**config.mk**
```make
export PLATFORM = sky130hd
export DESIGN_NAME = mod_counter_adj
export DESIGN_NICKNAME = d
export VERILOG_FILES = /design/src/rtl/clock_pkg.sv /design/src/rtl/adjust_repeater.sv /design/src/rtl/mod_counter_adj.sv
export SDC_FILE = /design/constraint.sdc
export NUM_CORES = 1
export LEC_CHECK = 0
export ABC_AREA = 1
export CORE_UTILIZATION = 40
export DETAILED_ROUTE_END_ITERATION = 16
export PLACE_DENSITY = 0.66
export SLEW_MARGIN = 10
export SYNTH_ARGS = -nofsm -noshare
export SYNTH_HDL_FRONTEND = slang
export SYNTH_SLANG_ARGS = --single-unit
```
**constraint.sdc**
```tcl
create_clock -name clk -period 4.9 [get_ports clk]
set_input_delay 0.98 -clock clk [delete_from_list [all_inputs] [get_ports clk]]
set_output_delay 0.98 -clock clk [all_outputs]
set_load 0.02 [all_outputs]
```
**src/rtl/clock_pkg.sv**
```systemverilog
// Shared types and constants for the clock datapath time-digit counters.
package clock_pkg;

  // Repeater FSM states for key hold-to-repeat
  typedef enum logic [1:0] {
    StIdle,
    StHold,
    StRepeat
  } rep_state_e;

  // Adjust step direction
  typedef enum logic {
    DirUp,
    DirDn
  } dir_e;

  // Default moduli for the hours and minutes/seconds digits
  localparam int unsigned HOURS_MOD  = 24;
  localparam int unsigned MINSEC_MOD = 60;

  function automatic int unsigned max_u(input int unsigned a, input int unsigned b);
    return (a > b) ? a : b;
  endfunction

endpackage

```
**src/rtl/adjust_repeater.sv**
```systemverilog
// Key hold-to-repeat sequencer: first step on press, then after HOLD_CYCLES,
// then every REPEAT_CYCLES while the same single key stays held.
module adjust_repeater
  import clock_pkg::*;
#(
  parameter int unsigned HOLD_CYCLES   = 500,
  parameter int unsigned REPEAT_CYCLES = 100
) (
  input  logic clk,
  input  logic clear,
  input  logic enable,
  input  logic adj_up,
  input  logic adj_dn,
  output logic step,
  output logic step_dn
);

  localparam int unsigned MaxCyc = max_u(HOLD_CYCLES, REPEAT_CYCLES);
  // Keep at least one timer bit so degenerate 1-cycle settings still elaborate
  localparam int unsigned TimerW = (MaxCyc > 1) ? $clog2(MaxCyc) : 1;
  localparam logic [TimerW-1:0] HoldLoad = TimerW'(HOLD_CYCLES - 1);
  localparam logic [TimerW-1:0] RepLoad  = TimerW'(REPEAT_CYCLES - 1);

  rep_state_e        state_q, state_d;
  dir_e              dir_q, dir_d;
  logic [TimerW-1:0] timer_q, timer_d;

  logic key_valid;
  dir_e key_dir;

  // Exactly one key high is a valid press; both or neither means no key
  assign key_valid = adj_up ^ adj_dn;
  assign key_dir   = adj_dn ? DirDn : DirUp;

  // State, direction latch and timer registers
  always_ff @(posedge clk or posedge clear) begin
    if (clear) begin
      state_q <= StIdle;
      dir_q   <= DirUp;
      timer_q <= '0;
    end else begin
      state_q <= state_d;
      dir_q   <= dir_d;
      timer_q <= timer_d;
    end
  end

  // Next-state and step pulse generation
  always_comb begin
    state_d = state_q;
    dir_d   = dir_q;
    timer_d = timer_q;
    step    = 1'b0;
    step_dn = 1'b0;
    if (!enable) begin
      state_d = StIdle;
      timer_d = '0;
    end else begin
      case (state_q)
        StIdle: begin
          if (key_valid) begin
            step    = 1'b1;
            step_dn = (key_dir == DirDn);
            dir_d   = key_dir;
            timer_d = HoldLoad;
            state_d = StHold;
          end
        end
        StHold, StRepeat: begin
          // A reversal drops to idle first, so the new direction steps one cycle later
          if (!key_valid || (key_dir != dir_q)) begin
            state_d = StIdle;
            timer_d = '0;
          end else if (timer_q == '0) begin
            step    = 1'b1;
            step_dn = (dir_q == DirDn);
            timer_d = RepLoad;
            state_d = StRepeat;
          end else begin
            timer_d = timer_q - TimerW'(1);
          end
        end
        default: begin
          state_d = StIdle;
          timer_d = '0;
        end
      endcase
    end
  end

endmodule

```
**src/rtl/mod_counter_adj.sv**
```systemverilog
// Modulo-N time digit with same-cycle carry, key adjust, parallel load and freeze.
module mod_counter_adj
  import clock_pkg::*;
#(
  parameter int unsigned MODULUS       = HOURS_MOD,
  parameter int unsigned WIDTH         = 6,
  parameter int unsigned HOLD_CYCLES   = 500,
  parameter int unsigned REPEAT_CYCLES = 100
) (
  input  logic             clk,
  input  logic             clear,
  input  logic             tick,
  input  logic             keep,
  input  logic             adjust,
  input  logic             adj_up,
  input  logic             adj_dn,
  input  logic             load,
  input  logic [WIDTH-1:0] load_value,
  output logic [WIDTH-1:0] value,
  output logic             carry,
  output logic             zero
);

  localparam logic [WIDTH-1:0] MaxVal = WIDTH'(MODULUS - 1);

  logic [WIDTH-1:0] value_q, value_d;
  logic             zero_q;
  logic             at_max;
  logic             rep_enable;
  logic             step;
  logic             step_dn;

  assign at_max = (value_q == MaxVal);

  // Repeater only runs when adjust actually has control of the register
  assign rep_enable = adjust & ~keep & ~load;

  adjust_repeater #(
    .HOLD_CYCLES  (HOLD_CYCLES),
    .REPEAT_CYCLES(REPEAT_CYCLES)
  ) u_adjust_repeater (
    .clk    (clk),
    .clear  (clear),
    .enable (rep_enable),
    .adj_up (adj_up),
    .adj_dn (adj_dn),
    .step   (step),
    .step_dn(step_dn)
  );

  // Next count: load > keep > adjust step > tick
  always_comb begin
    value_d = value_q;
    if (load) begin
      value_d = (load_value > MaxVal) ? MaxVal : load_value;
    end else if (keep) begin
      value_d = value_q;
    end else if (adjust) begin
      if (step) begin
        if (step_dn) begin
          value_d = (value_q == '0) ? MaxVal : value_q - WIDTH'(1);
        end else begin
          value_d = at_max ? '0 : value_q + WIDTH'(1);
        end
      end
    end else if (tick) begin
      value_d = at_max ? '0 : value_q + WIDTH'(1);
    end
  end

  // Count register with zero flag tracking it on the same edge
  always_ff @(posedge clk or posedge clear) begin
    if (clear) begin
      value_q <= '0;
      zero_q  <= 1'b1;
    end else begin
      value_q <= value_d;
      zero_q  <= (value_d == '0);
    end
  end

  // Carry is combinational so a cascaded stage advances on the same edge
  assign carry = tick & ~keep & ~adjust & ~load & at_max;
  assign value = value_q;
  assign zero  = zero_q;

endmodule

```
# Word-level counts from Yosys, hierarchy flattened

Index checks and enable logic that the tools add are counted.

Reductions and logical operators: 9
$lt $le $gt $ge: 1
Bitwise logic cells: 10
Equal/unequal tests: 6
Mux-type cells: 30
$add $sub $neg: 3

Operators with widths:

| operator                                                                        | count |
|---|---|
| 6-bit two-way mux                                                               | 9 |
| 9-bit two-way mux                                                               | 4 |
| 9-bit one-hot mux with 2 select lines                                           | 1 |
| 6-bit zero test                                                                 | 2 |
| 9-bit zero test                                                                 | 1 |
| 1-bit two-way mux                                                               | 9 |
| 9-bit by 1-bit subtractor with 9-bit output, second input constant              | 1 |
| 2-bit two-way mux                                                               | 4 |
| 6-bit by 1-bit adder with 6-bit output, second input constant                   | 1 |
| 1-bit AND                                                                       | 6 |
| 6-bit by 5-bit equality test with 1-bit output, second input constant           | 1 |
| 6-bit by 5-bit greater-than comparator with 1-bit output, second input constant | 1 |
| 6-bit by 1-bit subtractor with 6-bit output, second input constant              | 1 |
| 4-bit != test, second input constant                                            | 1 |
| 1-bit one-hot mux with 2 select lines                                           | 2 |
| 2-bit one-hot mux with 2 select lines                                           | 1 |
| 3-bit != test, second input constant                                            | 1 |
| 1-bit NOT                                                                       | 3 |
| 3-bit AND reduction                                                             | 1 |
| 2-bit by 1-bit equality test with 1-bit output, second input constant           | 1 |
| 2-bit equality test, second input constant                                      | 1 |
| 2-bit zero test                                                                 | 1 |
| 2-bit AND reduction                                                             | 1 |
| 2-bit OR reduction                                                              | 1 |
| 4 further kinds                                                                 | 4 |

Output and inout port bits: 8
Bits in registers: 19
Logic and storage cells: 64

# Logic depth before layout (Yosys ltp)

Gate-level depths: netlist of the first run.

Depth after elaboration: 12
Gate-level depth with buffers: 18
Mapped depth without buffers: 18

# Modules after synthesis

A second synthesis of the first run with hierarchy kept.

Cells, all modules: 267
Area total of the unflattened synthesis: 1762.9 sq um

Modules (own cells, without submodules):

| module          | seq. area each (sq um) | area each (sq um) | cells an instance | instances |
|---|---|---|---|---|
| mod_counter_adj | 176.4                  | 920.9             | 155               | 1 |
| adjust_repeater | 300.3                  | 842.1             | 112               | 1 |

# Least setup slack after synthesis of the first run

No wires, ideal clock.

Kind: input-to-output
Start: input tick
End: output carry
Cell stages on the path: 3
Buffers on the path: 1
Slack: 2.125 ns
Data required time: 3.920 ns
Arrival time: 1.795 ns
Cell sequence: clkbuf_1 > nand3_1 > nor3_1

Cells in the longest elaborated chain, start to end: 4

Ends and longest elaborated chain:

| item                    | line                  | source |
|---|---|---|
| start, declared         | mod_counter_adj.sv:12 | `input logic tick,` |
| 1-bit AND (4 in series) | mod_counter_adj.sv:83 | `assign carry = tick & ~keep & ~adjust & ~load & at_max;` |
| end, declared           | mod_counter_adj.sv:20 | `output logic carry,` |

Every way passes these cells.

# Worst setup path after layout of the first run

Start: input adjust
End: output carry

Cells in the longest elaborated chain, start to end: 4

Ends and longest elaborated chain:

| item                    | line                  | source |
|---|---|---|
| start, declared         | mod_counter_adj.sv:14 | `input logic adjust,` |
| 1-bit NOT               | mod_counter_adj.sv:83 |  |
| 1-bit AND (3 in series) | mod_counter_adj.sv:83 |  |

Every way passes these cells.

==> impl_metrics.tcl, run 1 <==
set metrics [dict create \
    hold_viol 0 \
    final_antenna_net_count 0 \
    power.leakage_nw 0.980 \
    max-cap-violations 0 \
    min_from "u_adjust_repeater.timer_q[0]$_DFFE_PP0P_" \
    synthCells 266 \
    drt_iter0_drc 125 \
    grt_setup_unrepaired "no" \
    io_buffer_count 21 \
    crit_type "in2out" \
    clk_pin_slew_ns 0.07 \
    cts_buffers 3 \
    setup-tns-final_ns 0 \
    holdPathStages 1 \
    post-place-cells 332 \
    rows 23 \
    p_switching_uw 174 \
    io_pins 22 \
    clockBufferDepth 2 \
    ys_ff_latch 19 \
    synth_area_mm2 0.00174 \
    yosysWarnings 0 \
    cts_sinks 19 \
    die-height_um 68.0 \
    n_antenna_cell 0 \
    clk_latency_ns 0.26 \
    hp-class "reg2reg" \
    post_cts_buffers 0 \
    die_w_um 68.0 \
    dieArea_mm2 0.00463 \
    first_pass_iters 4 \
    grt_max_degree 20 \
    cts_hold_buf 0 \
    tightest_slew_ns 0.731 \
    power_frac_clock_pct 24.4 \
    fin_crit_ns 3.65 \
    cts_resized 0 \
    end_kind "primary output" \
    grt.overflow.total 0 \
    dp_hpwl_um 3380 \
    cp-start-kind "input pin" \
    fmax_mhz 274 \
    wire_per_inst_um 12.9 \
    routed_via_density 5.25 \
    r2r_end "zero$_DFF_PP1_" \
    grt_pass1_wl_um 7130 \
    min_period_over_period_pct 74.6 \
    avgSynthCellArea_um2 6.56 \
    synth_top_area_share_pct 25.8 \
    regToRegSetupSlack_ns 2.76 \
    worstPathRequired_ns 3.92 \
    async_flop_share_pct 100 \
    synth_common_cells "nand2_1 (65), inv_1 (37), a21oi_1 (28)" \
    syn-num-nets 288 \
    max_slew_margin_pct 51.2 \
    yosys.area.top_type "dfrtp_1" \
    finalNonFillerCells 336 \
    swShare_pct 37.7 \
    internal_power_uw 287 \
    ys_types 31 \
    start_util_pct 42.7 \
    status "completed" \
    core_area_mm2 0.00409 \
    n_fill_cell 438 \
    finalSetupViolCount 0 \
    p_per_area_mw_per_mm2 227 \
    cts_tree "built" \
    synth_area_leaders "dfrtp_1 (26%), nand2_1 (14%), a21oi_1 (8.0%)" \
    final_max_slew_viol_count 0 \
    yosysMostFrequentCell "nand2_1" \
    min_to "u_adjust_repeater.timer_q[0]$_DFFE_PP0P_" \
    antenna_found_initial 0 \
    gp_congestion 0.884 \
    grt_pass1_vias 1603 \
    layout.nets 309 \
    cts-root-buf "clkbuf_8" \
    drc 0 \
    ir_drop_uv 178 \
    htreeDepth 1 \
    syn_to_final_growth_pct 16.7 \
    regToRegStartpoint "u_adjust_repeater.state_q[0]$_DFFE_PP0P_" \
    path_max_fanout 8 \
    seq_area_frac_synth_pct 27.3 \
    track_usage_pct 20.6 \
    cp.arrival_ns 2.67 \
    synth-edff-count 0 \
    combPwrFrac_pct 35.5 \
    ys.flop_type "dfrtp_1" \
    drive_gt1_share_pct 8.74 \
    fin_worst_skew_ns 0.00234 \
    vias 1764 \
    p_seq_share_pct 40.1 \
    reg2reg_depth 14 \
    routed_wl_um 4340 \
]
## sequential cells by signal (all words and copies together), names as in the netlist
register                   cells
u_adjust_repeater.timer_q      9
value                          6
zero                           1
u_adjust_repeater.dir_q        1
u_adjust_repeater.state_q      2
## per-layer routing
metal,global-route usage (%),wire length (um),vias to the layer above
met5,0,0,-
met4,10.9,131,0
met3,1.83,111,11
met2,31.6,2010,44
met1,28.4,2090,804
li1,-,-,905
## cells in the final DEF (no fill, tap or decap)
master,synthesis,layout
nand2_1,65,65
inv_1,37,37
a21oi_1,28,28
nand3_1,26,26
clkdlybuf4s50_1,0,21
nor2_1,20,20
dfrtp_1,18,18
o21ai_0,16,16
ha_1,8,8
nor3_1,7,7
nand3_2,6,6
xor2_1,5,5
nor2_4,3,3
o22ai_1,3,3
clkbuf_8,0,3
inv_4,2,2
nor2_2,2,2
nand2_2,2,2
nand4_1,2,2
clkinv_1,1,1
nand2_4,1,1
o31ai_1,1,1
inv_2,1,1
nand2_8,1,1
inv_8,1,1
xnor2_1,1,1
a21oi_2,1,1
o211ai_1,1,1
a22oi_1,1,1
clkinv_2,0,1
dfstp_2,1,1
## per-stage QoR
stage	power, mW	setup WS (ns)	cell area, um2	hold slack [ns]	util [%]
global route	0.489	1.13	2040	0.545	49.8
floorplan	0.300	2.13	1740	0.478	-
CTS	0.462	1.24	2040	0.517	49.8
global placement	0.349	1.26	1990	0.499	48.7
finish	0.461	1.25	2040	0.517	49.8
detailed placement	0.350	1.24	1990	0.508	48.7
## power groups by stage
stage / combinational, mW / sequential (mW) / clock (mW)
6_report: 0.164 / 0.185 / 0.112
5_1_grt: 0.183 / 0.187 / 0.119
4_1_cts: 0.164 / 0.185 / 0.114
3_5_place_dp: 0.162 / 0.188 / 0
3_3_place_gp: 0.161 / 0.188 / 0
2_1_floorplan: 0.113 / 0.187 / 0
## worst max-delay path by stage
stage	start	to	slack, ns	cells after the start
after floorplan	tick	carry	2.13	3
after global placement	adjust	carry	1.26	5
after detailed placement	adjust	carry	1.24	5
after CTS	adjust	carry	1.24	5
after global routing	adjust	carry	1.13	5
final	adjust	carry	1.25	5
## layout make-up
cell class	instances	area, um2	area share [%]
Multi-Input combinational cell	200	1070	52.6
Sequential cell	19	477	23.4
Timing Repair Buffer	21	210	10.3
Inverter	42	170	8.36
Tap cell	50	62.6	3.07
Clock buffer	3	41.3	2.03
Clock inverter	1	5.00	0.246
## worst max-delay path: stages
cell             delay (ns)
clkdlybuf4s50_1        0.55
inv_1                  0.24
nand3_1                0.11
nor3_1                 0.17
clkdlybuf4s50_1        0.63
## cells by family after synthesis
kind of cell	synth area share [%]
AOI/OAI and AO/OA	15.5
DFF	27.3
buffers and inverters	11.3
and+or+nand+nor	37.1
adders and majority gates	5.74
xor gates and xnor gates	3.01
(Power assumes the default switching activity.)
==> inputs of run 2 (changes only) <==
--- a/config.mk
+++ b/config.mk
@@ -8,7 +8,7 @@
 export ABC_AREA = 1
 export CORE_UTILIZATION = 40
 export DETAILED_ROUTE_END_ITERATION = 16
-export PLACE_DENSITY = 0.66
+export PLACE_DENSITY = 0.68
 export SLEW_MARGIN = 10
 export SYNTH_ARGS = -nofsm -noshare
 export SYNTH_HDL_FRONTEND = slang
==> constraint.sdc (replaced) <==
create_clock -name clk -period 3.3 [get_ports clk]
set_input_delay 0.66 -clock clk [delete_from_list [all_inputs] [get_ports clk]]
set_output_delay 0.66 -clock clk [all_outputs]
set_load 0.02 [all_outputs]
==> run 2 against run 1 <==
Die area stayed put. Non-clock buffer count increased by 4. Critical path depth is the same. First-iteration DRC count is 20% higher. Via count up 0.74%. Clock power increased by 50%. Largest power group unchanged. Count of clock-buffer cells in the layout rose by 1.
==> impl_metrics.tcl, run 2 (synthesis gave the netlist of run 1 again) <==
set metrics [dict create \
    status "completed" \
    wire_per_inst_um 13.2 \
    fmax_mhz 346 \
    ir_drop_uv 225 \
    die_w_um 68.0 \
    routed_via_density 5.23 \
    min_period_over_period_pct 87.5 \
    clockBufferDepth 2 \
    vias 1777 \
    tightest_slew_ns 0.754 \
    cp.arrival_ns 2.23 \
    hp-class "reg2reg" \
    io_pins 22 \
    drt_iter0_drc 150 \
    rows 23 \
    grt.overflow.total 0 \
    worstSetupStartpoint "adjust" \
    whs_ns 0.515 \
    path_max_fanout 8 \
    max-cap-violations 0 \
    r2r_end "zero$_DFF_PP1_" \
    p_per_area_mw_per_mm2 335 \
    layout.nets 313 \
    worstPathRequired_ns 2.64 \
    largest_reg_flops 9 \
    core_area_mm2 0.00409 \
    max_slew_margin_pct 49.7 \
    final_antenna_net_count 0 \
    track_usage_pct 20.7 \
    cts_buffers 3 \
    routed_wl_um 4490 \
    antenna_found_initial 0 \
    cts_resized 0 \
    syn_to_final_growth_pct 18.4 \
    grt_pass1_wl_um 7100 \
    cts-root-buf "clkbuf_8" \
    htreeDepth 1 \
    grt_max_degree 20 \
    top_register "u_adjust_repeater.timer_q" \
    post_cts_buffers 0 \
    fin_crit_ns 2.89 \
    start_util_pct 42.7 \
    regToRegSetupSlack_ns 1.29 \
    cts_hold_buf 0 \
    dieArea_mm2 0.00463 \
    clk_pin_slew_ns 0.08 \
    layout_common_cells "nand2_1 (65), inv_1 (37), a21oi_1 (28)" \
    cp-start-kind "input pin" \
    final_common_cell "nand2_1" \
    setup-tns-final_ns 0 \
    hold_viol 0 \
    clk_latency_ns 0.26 \
    io_buffer_count 21 \
    regToRegStartpoint "value[0]$_DFF_PP0_" \
    dp_hpwl_um 3480 \
    first_pass_iters 4 \
    end_kind "primary output" \
    n_antenna_cell 0 \
    cts_tree "built" \
    crit_type "in2out" \
    reg2reg_depth 14 \
    gp_congestion 0.903 \
    cts_sinks 19 \
    grt_setup_unrepaired "no" \
    drc 0 \
    grt_pass1_vias 1505 \
    power.leakage_nw 0.996 \
    final_max_slew_viol_count 0 \
    fin_worst_skew_ns 0.00430 \
    drive_gt1_share_pct 9.66 \
    die-height_um 68.0 \
    finalSetupViolCount 0 \
    crit_end "carry" \
]
[run 2: changes by cell type in the layout (fill, tap and decap cells not counted), sizes merged]
cell / delta
buf: +4
clkbuf: +1
clkinv: -1
[run 2: area by class of cell]
class                           count  area [um2]
Sequential cell                    19         477
Multi-Input combinational cell    200        1070
Inverter                           42         170
Tap cell                           50        62.6
Clock buffer                        4        45.0
Timing Repair Buffer               25         240
Fill cell                         438        2020
[run 2: layer usage]
| metal | share of wire [%] | up-vias | global-route usage (%) |
|---|---|---|---|
| li1 | - | 910 | - |
| met1 | 50 | 810 | 32.1 |
| met2 | 43 | 48 | 28.2 |
| met3 | 5.6 | 9 | 2.33 |
| met4 | 2.2 | 0 | 8.85 |
| met5 | 0 | - | 0 |
[run 2: report_power, final]
group,switching [mW],total [mW],leakage [nW],internal [mW]
sequential,0.0221,0.271,0.242,0.249
clock,0.0818,0.168,0.0228,0.0860
combinational,0.155,0.252,0.731,0.0969
[run 2: worst min-delay path by stage]
| stage | start | end | cells after the start |
|---|---|---|---|
| finish | u_adjust_repeater.state_q[0]$_DFFE_PP0P_ | u_adjust_repeater.state_q[0]$_DFFE_PP0P_ | 2 |
| global placement | u_adjust_repeater.state_q[0]$_DFFE_PP0P_ | u_adjust_repeater.state_q[0]$_DFFE_PP0P_ | 2 |
| floorplan | u_adjust_repeater.state_q[1]$_DFFE_PP0P_ | u_adjust_repeater.state_q[1]$_DFFE_PP0P_ | 2 |
| CTS | u_adjust_repeater.timer_q[0]$_DFFE_PP0P_ | u_adjust_repeater.timer_q[0]$_DFFE_PP0P_ | 1 |
| global route | u_adjust_repeater.state_q[0]$_DFFE_PP0P_ | u_adjust_repeater.state_q[0]$_DFFE_PP0P_ | 2 |
| detailed placement | u_adjust_repeater.state_q[1]$_DFFE_PP0P_ | u_adjust_repeater.state_q[1]$_DFFE_PP0P_ | 2 |
[run 2: critical path, stage by stage]
cell and delay (ns):
clkdlybuf4s50_1 0.45, inv_1 0.21, nand3_1 0.10, nor3_1 0.17, clkdlybuf4s50_1 0.63
[run 2: stage by stage]
stage | power, mW | instance area (um2) | worst slack (ns) | instances | util, %
4_1_cts | 0.695 | 2060 | 0.421 | 340 | 50.5
6_report | 0.691 | 2060 | 0.413 | 340 | 50.5
5_1_grt | 0.741 | 2060 | 0.329 | 340 | 50.5
2_1_floorplan | 0.445 | 1740 | 1.10 | 266 | -
3_3_place_gp | 0.526 | 2020 | 0.441 | 336 | 49.4
3_5_place_dp | 0.526 | 2020 | 0.427 | 336 | 49.4
